[src/rtl/skeeball_pkg.sv]
// skeeball_pkg: shared state encodings, default hole points and score ceiling
package skeeball_pkg;
    typedef enum logic [1:0] {
        ST_MENU   = 2'b00,
        ST_PLAY   = 2'b01,
        ST_FINISH = 2'b10,
        ST_LAST   = 2'b11
    } state_t;
    localparam logic [7:0] PTS_H0_DEF = 8'd1;
    localparam logic [7:0] PTS_H1_DEF = 8'd2;
    localparam logic [7:0] PTS_H2_DEF = 8'd3;
    localparam logic [7:0] PTS_H3_DEF = 8'd5;
    localparam logic [7:0] PTS_H4_DEF = 8'd10;
    localparam logic [7:0] SCORE_MAX  = 8'd255;
endpackage

[src/rtl/skeeball_game_ctrl_if.sv]
// skeeball_game_ctrl_if: sensor inputs and game status outputs of the controller
interface skeeball_game_ctrl_if;
    logic       start;
    logic [4:0] hole;
    logic       gutter;
    logic [1:0] state;
    logic [7:0] score;
    logic [3:0] balls_left;
    logic [7:0] last_score;
    logic [7:0] high_score;
    modport master (output start, hole, gutter, input state, score, balls_left, last_score, high_score);
    modport slave (input start, hole, gutter, output state, score, balls_left, last_score, high_score);
endinterface

[src/rtl/skeeball_edge.sv]
// skeeball_edge: 2-flop synchronizer followed by a rising-edge one-cycle pulse
module skeeball_edge #(
    parameter int W = 1
) (
    input  logic         clk,
    input  logic         reset,
    input  logic [W-1:0] d,
    output logic [W-1:0] p
);
    logic [W-1:0] s1, s2, prev;
    always_ff @(posedge clk) begin
        if (reset) begin
            s1   <= '0;
            s2   <= '0;
            prev <= '0;
        end else begin
            s1   <= d;
            s2   <= s1;
            prev <= s2;
        end
    end
    assign p = s2 & ~prev;
endmodule

[src/rtl/skeeball_game_ctrl.sv]
// skeeball_game_ctrl: skeeball phase FSM, ball counter, saturating score and score history
module skeeball_game_ctrl
    import skeeball_pkg::*;
#(
    parameter int          BALLS_PER_GAME = 9,
    parameter logic [23:0] FINISH_CYCLES  = 24'd10_000_000,
    parameter logic [27:0] LAST_CYCLES    = 28'd250_000_000,
    parameter logic [7:0]  PTS_H0         = PTS_H0_DEF,
    parameter logic [7:0]  PTS_H1         = PTS_H1_DEF,
    parameter logic [7:0]  PTS_H2         = PTS_H2_DEF,
    parameter logic [7:0]  PTS_H3         = PTS_H3_DEF,
    parameter logic [7:0]  PTS_H4         = PTS_H4_DEF
) (
    input logic                 clk,
    input logic                 reset,
    skeeball_game_ctrl_if.slave bus
);
    localparam logic [3:0]  BALLS    = 4'(BALLS_PER_GAME);
    localparam logic [27:0] FIN_END  = {4'd0, FINISH_CYCLES} - 28'd1;
    localparam logic [27:0] LAST_END = LAST_CYCLES - 28'd1;
    logic [6:0] p;
    logic       start_p, gutter_p, ev;
    logic [4:0] hole_p;
    logic [7:0] pts, sat;
    logic [8:0] sum;
    state_t      state_q, state_d;
    logic [7:0]  score_q, score_d, last_q, last_d, high_q, high_d;
    logic [3:0]  balls_q, balls_d;
    logic [27:0] timer_q, timer_d;
    skeeball_edge #(.W(7)) u_edge (
        .clk   (clk),
        .reset (reset),
        .d     ({bus.gutter, bus.hole, bus.start}),
        .p     (p)
    );
    assign start_p  = p[0];
    assign hole_p   = p[5:1];
    assign gutter_p = p[6];
    assign ev       = (|hole_p) | gutter_p;
    // highest hole wins; a gutter alone scores nothing
    assign pts = hole_p[4] ? PTS_H4 : hole_p[3] ? PTS_H3 : hole_p[2] ? PTS_H2 :
                 hole_p[1] ? PTS_H1 : hole_p[0] ? PTS_H0 : 8'd0;
    assign sum = {1'b0, score_q} + {1'b0, pts};
    assign sat = sum[8] ? SCORE_MAX : sum[7:0];
    always_comb begin
        state_d = state_q;
        score_d = score_q;
        balls_d = balls_q;
        last_d  = last_q;
        high_d  = high_q;
        timer_d = timer_q;
        case (state_q)
            ST_MENU: if (start_p) begin
                state_d = ST_PLAY;
                score_d = '0;
                balls_d = BALLS;
            end
            ST_PLAY: if (ev) begin
                score_d = sat;
                balls_d = balls_q - 4'd1;
                if (balls_q == 4'd1) begin
                    state_d = ST_FINISH;
                    timer_d = '0;
                    last_d  = sat;
                    high_d  = (sat > high_q) ? sat : high_q;
                end
            end
            ST_FINISH: begin
                timer_d = (timer_q == FIN_END) ? 28'd0 : timer_q + 28'd1;
                state_d = (timer_q == FIN_END) ? ST_LAST : ST_FINISH;
            end
            ST_LAST: if (start_p) begin
                state_d = ST_PLAY;
                score_d = '0;
                balls_d = BALLS;
            end else begin
                timer_d = (timer_q == LAST_END) ? 28'd0 : timer_q + 28'd1;
                state_d = (timer_q == LAST_END) ? ST_MENU : ST_LAST;
            end
            default: state_d = ST_MENU;
        endcase
    end
    always_ff @(posedge clk) begin
        if (reset) begin
            state_q <= ST_MENU;
            score_q <= '0;
            balls_q <= BALLS;
            last_q  <= '0;
            high_q  <= '0;
            timer_q <= '0;
        end else begin
            state_q <= state_d;
            score_q <= score_d;
            balls_q <= balls_d;
            last_q  <= last_d;
            high_q  <= high_d;
            timer_q <= timer_d;
        end
    end
    assign bus.state      = state_q;
    assign bus.score      = score_q;
    assign bus.balls_left = balls_q;
    assign bus.last_score = last_q;
    assign bus.high_score = high_q;
endmodule

[src/flat_wrapper.sv]
// flat-port wrapper written by rule: the top's interface ports become plain ports
module skeeball_game_ctrl_flat import skeeball_pkg::*;
#(
    parameter int          BALLS_PER_GAME = 9,
    parameter logic [23:0] FINISH_CYCLES  = 24'd10_000_000,
    parameter logic [27:0] LAST_CYCLES    = 28'd250_000_000,
    parameter logic [7:0]  PTS_H0         = PTS_H0_DEF,
    parameter logic [7:0]  PTS_H1         = PTS_H1_DEF,
    parameter logic [7:0]  PTS_H2         = PTS_H2_DEF,
    parameter logic [7:0]  PTS_H3         = PTS_H3_DEF,
    parameter logic [7:0]  PTS_H4         = PTS_H4_DEF
)
  (clk, reset, bus_start, bus_hole, bus_gutter, bus_state, bus_score, bus_balls_left, bus_last_score, bus_high_score);
  skeeball_game_ctrl_if bus_i ();
  input logic clk;
  input logic reset;
  input wire logic [$bits(bus_i.start)-1:0] bus_start;
  input wire logic [$bits(bus_i.hole)-1:0] bus_hole;
  input wire logic [$bits(bus_i.gutter)-1:0] bus_gutter;
  output wire logic [$bits(bus_i.state)-1:0] bus_state;
  output wire logic [$bits(bus_i.score)-1:0] bus_score;
  output wire logic [$bits(bus_i.balls_left)-1:0] bus_balls_left;
  output wire logic [$bits(bus_i.last_score)-1:0] bus_last_score;
  output wire logic [$bits(bus_i.high_score)-1:0] bus_high_score;
  assign bus_i.start = bus_start;
  assign bus_i.hole = bus_hole;
  assign bus_i.gutter = bus_gutter;
  assign bus_state = bus_i.state;
  assign bus_score = bus_i.score;
  assign bus_balls_left = bus_i.balls_left;
  assign bus_last_score = bus_i.last_score;
  assign bus_high_score = bus_i.high_score;
  skeeball_game_ctrl #(.BALLS_PER_GAME(BALLS_PER_GAME), .FINISH_CYCLES(FINISH_CYCLES), .LAST_CYCLES(LAST_CYCLES), .PTS_H0(PTS_H0), .PTS_H1(PTS_H1), .PTS_H2(PTS_H2), .PTS_H3(PTS_H3), .PTS_H4(PTS_H4)) u_core (.clk(clk), .reset(reset), .bus(bus_i));
endmodule
[config.mk]
export PLATFORM = sky130hd
export DESIGN_NAME = skeeball_game_ctrl_flat
export DESIGN_NICKNAME = d
export VERILOG_FILES = /design/src/rtl/skeeball_pkg.sv /design/src/rtl/skeeball_game_ctrl_if.sv /design/src/rtl/skeeball_edge.sv /design/src/rtl/skeeball_game_ctrl.sv /design/src/flat_wrapper.sv
export SDC_FILE = /design/constraint.sdc
export NUM_CORES = 1
export LEC_CHECK = 0
export CAP_MARGIN = 20
export CORE_ASPECT_RATIO = 1.4
export CORE_MARGIN = 3
export CORE_UTILIZATION = 50
export CTS_BUF_LIST = sky130_fd_sc_hd__clkbuf_16
export DETAILED_ROUTE_END_ITERATION = 10
export GPL_ROUTABILITY_DRIVEN = 0
export GPL_TIMING_DRIVEN = 0
export PLACE_DENSITY_LB_ADDON = 0.3
export SLEW_MARGIN = 25
export SYNTH_ARGS = -nofsm -noshare
export SYNTH_HDL_FRONTEND = slang
export SYNTH_SLANG_ARGS = --single-unit
[constraint.sdc]
create_clock -name clk -period 7.15 [get_ports clk]
set_input_delay 1.43 -clock clk [delete_from_list [all_inputs] [get_ports clk]]
set_output_delay 1.43 -clock clk [all_outputs]
set_load 0.01 [all_outputs]
# [Word level (Yosys, flattened, before mapping)]
# Cells that the tools add are included.
[classes] n_addsub=3 n_lt_le_gt_ge=1 eq_ne=11 mux=25 bitwise_logic=3 n_reduce_logical=10
[op_table] cell="2-to-1 mux 28 bit" n=5
[op_table] cell="case mux 28 bit (3 select lines)" n=1
[op_table] cell="2-to-1 mux 8 bit" n=7
[op_table] cell="adder 28 x 1 -> 28 bit, second input constant" n=1
[op_table] cell="equality test 28 x 24 -> 1 bit, second input constant" n=1
[op_table] cell="equality test 28 bit, second input constant" n=1
[op_table] cell="case mux 8 bit (2 select lines)" n=1
[op_table] cell="2-to-1 mux 2 bit" n=5
[op_table] cell="adder 8 x 8 -> 9 bit" n=1
[op_table] cell="AND reduction 3 bit" n=3
[op_table] cell="> comparator 8 bit" n=1
[op_table] cell="2-to-1 mux 4 bit" n=2
[op_table] cell="inequality test 2 x 1 -> 1 bit, second input constant" n=4
[op_table] cell="case mux 2 bit (4 select lines)" n=1
[op_table] cell="case mux 4 bit (2 select lines)" n=1
[op_table] cell="AND reduction 4 bit" n=2
[op_table] cell="bitwise AND 7 bit" n=1
[op_table] cell="inverter 7 bit" n=1
[op_table] cell="OR reduction 5 bit" n=1
[op_table] cell="equality test 2 bit, second input constant" n=2
[op_table] cell="equality test 4 x 1 -> 1 bit, second input constant" n=1
[op_table] cell="subtractor 4 x 1 -> 4 bit, second input constant" n=1
[op_table] cell="nonzero test 3 bit" n=1
[op_table] cell="equality test 2 x 1 -> 1 bit, second input constant" n=1
[op_table] cell="other kinds (6)" n=7
[totals] ff_bits=79 in_bits=9 out_inout_bits=30 elab_cells=62

# [Logic depth before layout (Yosys ltp)]
[logic_depth] word_depth=11 depth_mapped=19 ltp_nobuf=18

# [By module]
# From an unflattened synthesis, not the netlist that was laid out.
[unflattened] hier_cells=444 area_unflattened_um2=4011.3
[by_module_without_submodules] module="skeeball_game_ctrl" n_inst=1 cells_each=393 area_each_um2=3343.2
[by_module_without_submodules] module="skeeball_edge" n_inst=1 cells_each=51 area_each_um2=668.1

# [Worst setup path after synthesis]
# OpenSTA, ideal clock, no wires.
[synth_timing] path_type="register to register" startpoint="reg u_core.u_edge.prev[2]" endpoint="reg u_core.high_q[5] (netlist: u_core.bus.high_score[5])" arrival_ns=3.482 required_ns=7.023 setup_slack_ns=3.541 path_stages_with_launch=18 synth_period_minus_slack_ns=3.609 cell_sequence="dfxtp_1 > nand2b_1 > nand2b_1 > a31oi_1 > ha_1 > fa_1 > a21o_1 > a21oi_1 > nor2_1 > or2_2 > ha_1 > nor2b_1 > o21a_1 > o21ai_0 > a21oi_1 > o221a_2 > buf_2 > mux2i_1"
[synth_between] elab_chain_cells=10 word_cells_on_any_way=12
[synth_rtl] item="from (decl)" line="skeeball_edge.sv:10" rtl="logic [W-1:0] s1, s2, prev;"
[synth_rtl] item="from (signal assigned)" line="skeeball_edge.sv:15" rtl="prev <= '0;"
[synth_rtl] item="from (signal assigned)" line="skeeball_edge.sv:19" rtl="prev <= s2;"
[synth_rtl] item="inverter 7 bit" line="skeeball_edge.sv:22" rtl="assign p = s2 & ~prev;"
[synth_rtl] item="bitwise AND 7 bit" line="skeeball_edge.sv:22"
[synth_rtl] item="2-to-1 mux 8 bit" line="skeeball_game_ctrl.sv:42" rtl="hole_p[1] ? PTS_H1 : hole_p[0] ? PTS_H0 : 8'd0;"
[synth_rtl] item="2-to-1 mux 8 bit (3 in series)" line="skeeball_game_ctrl.sv:41" rtl="assign pts = hole_p[4] ? PTS_H4 : hole_p[3] ? PTS_H3 : hole_p[2] ? PTS_H2 :"
[synth_rtl] item="adder 8 x 8 -> 9 bit" line="skeeball_game_ctrl.sv:43" rtl="assign sum = {1'b0, score_q} + {1'b0, pts};"
[synth_rtl] item="2-to-1 mux 8 bit" line="skeeball_game_ctrl.sv:44" rtl="assign sat = sum[8] ? SCORE_MAX : sum[7:0];"
[synth_rtl] item="via u_core.sat[1]" line="skeeball_game_ctrl.sv:24" rtl="logic [7:0] pts, sat;"
[synth_rtl] item="> comparator 8 bit" line="skeeball_game_ctrl.sv:65" rtl="high_d = (sat > high_q) ? sat : high_q;"
[synth_rtl] item="AND reduction 4 bit (no source line)"
[synth_rtl] item="to (signal assigned)" line="skeeball_game_ctrl.sv:96" rtl="high_q <= high_d;"
[synth_rtl] item="to (decl)" line="skeeball_game_ctrl.sv:27" rtl="logic [7:0] score_q, score_d, last_q, last_d, high_q, high_d;"
# The timed path passes the listed nets, and every way through them passes these cells.
# A chain may end at the register's enable or synchronous reset.

# [Final worst setup path]
[layout_timing] startpoint="reg u_core.u_edge.prev[1]" endpoint="reg u_core.high_q[4] (netlist: u_core.bus.high_score[4])"
[layout_between] elab_chain_cells=11 word_cells_on_any_way=13
[layout_rtl] item="inverter 7 bit" line="skeeball_edge.sv:22"
[layout_rtl] item="bitwise AND 7 bit" line="skeeball_edge.sv:22"
[layout_rtl] item="2-to-1 mux 1 bit" line="skeeball_game_ctrl.sv:42"
[layout_rtl] item="2-to-1 mux 8 bit" line="skeeball_game_ctrl.sv:42"
[layout_rtl] item="2-to-1 mux 8 bit (3 in series)" line="skeeball_game_ctrl.sv:41"
[layout_rtl] item="adder 8 x 8 -> 9 bit" line="skeeball_game_ctrl.sv:43"
[layout_rtl] item="2-to-1 mux 8 bit" line="skeeball_game_ctrl.sv:44"
[layout_rtl] item="via u_core.sat[1]" line="skeeball_game_ctrl.sv:24"
[layout_rtl] item="> comparator 8 bit" line="skeeball_game_ctrl.sv:65"
[layout_rtl] item="AND reduction 4 bit (no source line)"
# The timed path passes the listed nets, and every way through them passes these cells.

==> key figures <==
Finish
  – Post-layout nets: 509
  – # fillers: 645
  – Layout cell share with drive strength beyond 1: 0.09917
  – Final non-filler cell total: 581
  – Util after Layout: 0.6273
  – Area Overhead vs Synth: 20.20%
  – Diodes inserted: 0

Synth
  – Compound-Gate Fraction of Synth Area: 0.1036
  – Most common cell in the netlist: dfxtp_1
  – Largest family of logic cells by synthesized area: simple AND/OR/NAND/NOR gates
  – Ranking of synthesized cells by area: dfxtp_1 (40%), xnor2_1 (6.5%), ha_1 (6.4%), nor2_1 (5.2%), mux2i_1 (3.8%)
  – Synth cell count leaders: dfxtp_1 (79), nor2_1 (54), nand2_1 (29), xnor2_1 (29), inv_1 (26)
  – Post-synth EDFFs: 0
  – Synthesized cell area: 0.003914 mm^2
  – Post-Synth XOR/XNOR Area: 0.06937
  – Cells after Synth: 430
  – Number of synthesized register bits: 79
  – Synth Area in Simple Gates: 0.2663
  – Synth area leader: dfxtp_1
  – Asr flop ratio synth: 0
  – Unique masters post-synth: 57
  – Yosys top cell area share: 0.4041
  – Yosys warns: 0
  – Dominant synthesized flop cell: dfxtp_1
  – Post-Synth Adder-Cell Area: 0.06905
  – Sequential share of the synthesized area: 0.4041
  – Syn Area/Cell: 9.102 um^2
  – Synth Net Count: 460
  – Multiplexer share of the synthesized area: 0.03836

Placement
  – IO buf count: 38
  – HPWL after DPL: 6054 um
  – DP Cell Count: 565

Critical path
  – Req. time, crit path: 7.37 ns
  – Crit path depth: 17
  – Crit Path Class: reg2reg
  – CP Capture Type: register
  – CP Max Fanout: 8
  – Worst Path Arrival: 4.32 ns
  – CP max stage delay: 0.44 ns
  – CP Cell Sequence: nand2b_1 > nand2b_1 > a31oi_1 > ha_1 > fa_1 > a21o_1 > a21oi_1 > nor2_1 > or2_2 > ha_1 > nor2b_1 > o21a_1 > o21ai_0 > a21oi_1 > o221a_2 > buf_2 > mux2i_1
  – Family with the most delay on the worst path: compound AO/OA/AOI/OAI gates
  – Setup crit start kind: register
  – Slowest CP cell: a21oi_1
  – Worst Reg2Reg Path Length in Cells: 17
  – WP buf/inv: 1

CTS
  – Max H-tree Level: 3
  – Root buffer cell: clkbuf_16
  – Clk buf depth: 2
  – Latest clock arrival within the worst-skew pair: 0.34 ns
  – PostCTS Resize Cnt: 0
  – CTS tree: done
  – Worst-path clk slew: 0.06 ns
  – # Post-CTS Setup Buffers: 0
  – Clock tree sinks: 79
  – CTS buffer count: 9
  – Hold-fix buffers, CTS: 0

Floorplan
  – Core ar.: 0.007500 mm^2
  – Die X: 80.78 um
  – Initial Util: 0.5219
  – Num ports: 39
  – Die area: 0.008940 mm^2
  – Row Count: 37
  – Die Ht: 110.7 um

Power and ir drop
  – Clock Power Share: 0.410
  – Switching part of the total: 0.2818
  – Comb pwr share: 0.165
  – Power after layout: 1.094 mW
  – Switching power: 0.3084 mW
  – Int Power: 0.7861 mW
  – Pwr dens: 232.6 mW/mm^2
  – Peak VDD IR: 0.1564 mV
  – Static Leakage: 1.656 nW
  – Reg power frac: 0.426

Detailed routing
  – First drt pass iteration count: 5
  – Vias/cell: 5.429
  – Post-DR wirelength/cell: 14.41 um
  – Drt total wl: 8370 um
  – 1st-iter DRT viols: 109
  – # DRC: 0
  – DR vias: 3,154
  – Final ANT Viol Nets: 0

Timing
  – Hold Slack: 0.4352 ns
  – Slew Limit Headroom: 0.4670
  – Final min period: 4.099 ns
  – Max Fclk: 244.0 MHz
  – RSZ-0062 raised after global routing: false
  – Tcrit/Tclk final: 0.5733
  – Pins over their slew limit: 0
  – Worst slew pin tran: 0.7994 ns
  – Worst clock skew: 0.008255 ns
  – Setup TNS: 0 ns
  – Setup violations, final: 0
  – Fin. Hold Viols: 0

Flow run
  – Max Cap Violations: 0

GRT
  – Initial antenna violation count: 0
  – Largest net degree at the start of global routing: 14
  – Met1 usage in global routing: 0.2358
  – First-pass GRT wire length: 14,020 um
  – Met2 GRT Util: 0.3236
  – Busiest metal layer after global routing: met2
  – GRT met3 Usage: 0.06016
  – Total GRT Usage: 0.2014
  – Global route overflow: 0
  – Number of global-route vias before repair: 3,008

Status
  – Status: finished, final reports clean

Hold path
  – Hold depth: 1
  – Hold Path Class: reg2reg
-- power groups by stage --
stage | Combinational (mW) | Clock (mW) | Sequential [mW]
floorplan | 0.125 | 0 | 0.475
global placement | 0.176 | 0 | 0.474
detailed placement | 0.180 | 0 | 0.475
CTS | 0.182 | 0.456 | 0.466
global route | 0.202 | 0.476 | 0.468
finish | 0.181 | 0.448 | 0.466
-- layout make-up --
class | count | area (um^2) | share of cell area
Multi-Input combinational cell | 307 | 2140 | 0.4548
Sequential cell | 79 | 1582 | 0.3362
Timing Repair Buffer | 38 | 380.4 | 0.08085
Clock buffer | 9 | 225.2 | 0.04787
Tap cell | 97 | 121.4 | 0.02580
Inverter | 27 | 101.3 | 0.02154
Buffer | 17 | 91.34 | 0.01941
Clock inverter | 7 | 63.81 | 0.01356
-- worst paths after layout --
path	from	to	slack, ns
max	u_core.u_edge.prev[1]	u_core.bus.high_score[4]	3.05
min	u_core.u_edge.s1[0]	u_core.u_edge.s2[0]	0.44
min reg2reg	u_core.u_edge.s1[0]	u_core.u_edge.s2[0]	0.44
max reg2reg	u_core.u_edge.prev[1]	u_core.bus.high_score[4]	3.05
-- flip-flops by register name, summed over array words and instances (netlist names) --
name and cells:
u_core.bus.balls_left 4, u_core.bus.high_score 8, u_core.bus.last_score 8, u_core.bus.score 8, u_core.bus.state 2, u_core.timer_q 28
u_core.u_edge.prev 7, u_core.u_edge.s1 7, u_core.u_edge.s2 7
-- stage by stage --
| step | area (um^2) | setup slack (ns) |
|---|---|---|
| final | 4705 | 3.051 |
| after global routing | 4705 | 2.763 |
| after CTS | 4705 | 3.075 |
| after detailed placement | 4415 | 3.076 |
| after global placement | 4415 | 3.168 |
| after floorplan | 3914 | 3.541 |
-- worst reg2reg max path, cell delays in order (launching register included) --
cell and delay (ns):
dfxtp_1 0.30, nand2b_1 0.14, nand2b_1 0.12, a31oi_1 0.12
ha_1 0.23, fa_1 0.40, a21o_1 0.19, a21oi_1 0.44
nor2_1 0.24, or2_2 0.39, ha_1 0.30, nor2b_1 0.13
o21a_1 0.16, o21ai_0 0.14, a21oi_1 0.09, o221a_2 0.25
buf_2 0.20, mux2i_1 0.15
-- cell usage in the layout, fill, tap and decap left out, types with 3 or more instances in the layout --
| cell type | count |
|---|---|
| nand2b_1 | 8 |
| nor2b_1 | 24 |
| nand2_1 | 29 |
| a22oi_1 | 8 |
| and4_1 | 3 |
| dfxtp_1 | 79 |
| clkbuf_16 | 9 |
| nor4_1 | 3 |
| a21oi_1 | 10 |
| nor2_1 | 54 |
| nor3_1 | 14 |
| xnor2_1 | 29 |
| ha_1 | 20 |
| a21o_1 | 3 |
| buf_2 | 7 |
| clkbuf_1 | 5 |
| inv_1 | 27 |
| clkdlybuf4s50_1 | 38 |
| a31oi_1 | 4 |
| mux2i_1 | 15 |
| nand3_1 | 8 |
| nand4_1 | 9 |
| a211oi_1 | 4 |
| nor4_2 | 11 |
| o21ai_0 | 12 |
-- cell families (layout without fill, tap and decap cells) --
logic type      Yosys count  after routing
simple gates            182            182
flops                    79             79
compound gates           58             58
buf+inv                  44             98
xor+xnor                 31             31
fa+ha+maj                21             21
mux                      15             15
-- routing by layer --
| metal | routed length, um | share of wire |
|---|---|---|
| met3 | 422 | 0.050 |
| met1 | 3496 | 0.42 |
| met4 | 312 | 0.037 |
| met5 | 0 | 0 |
| met2 | 4138 | 0.49 |
Note: power is estimated with default switching activity, not from simulation.
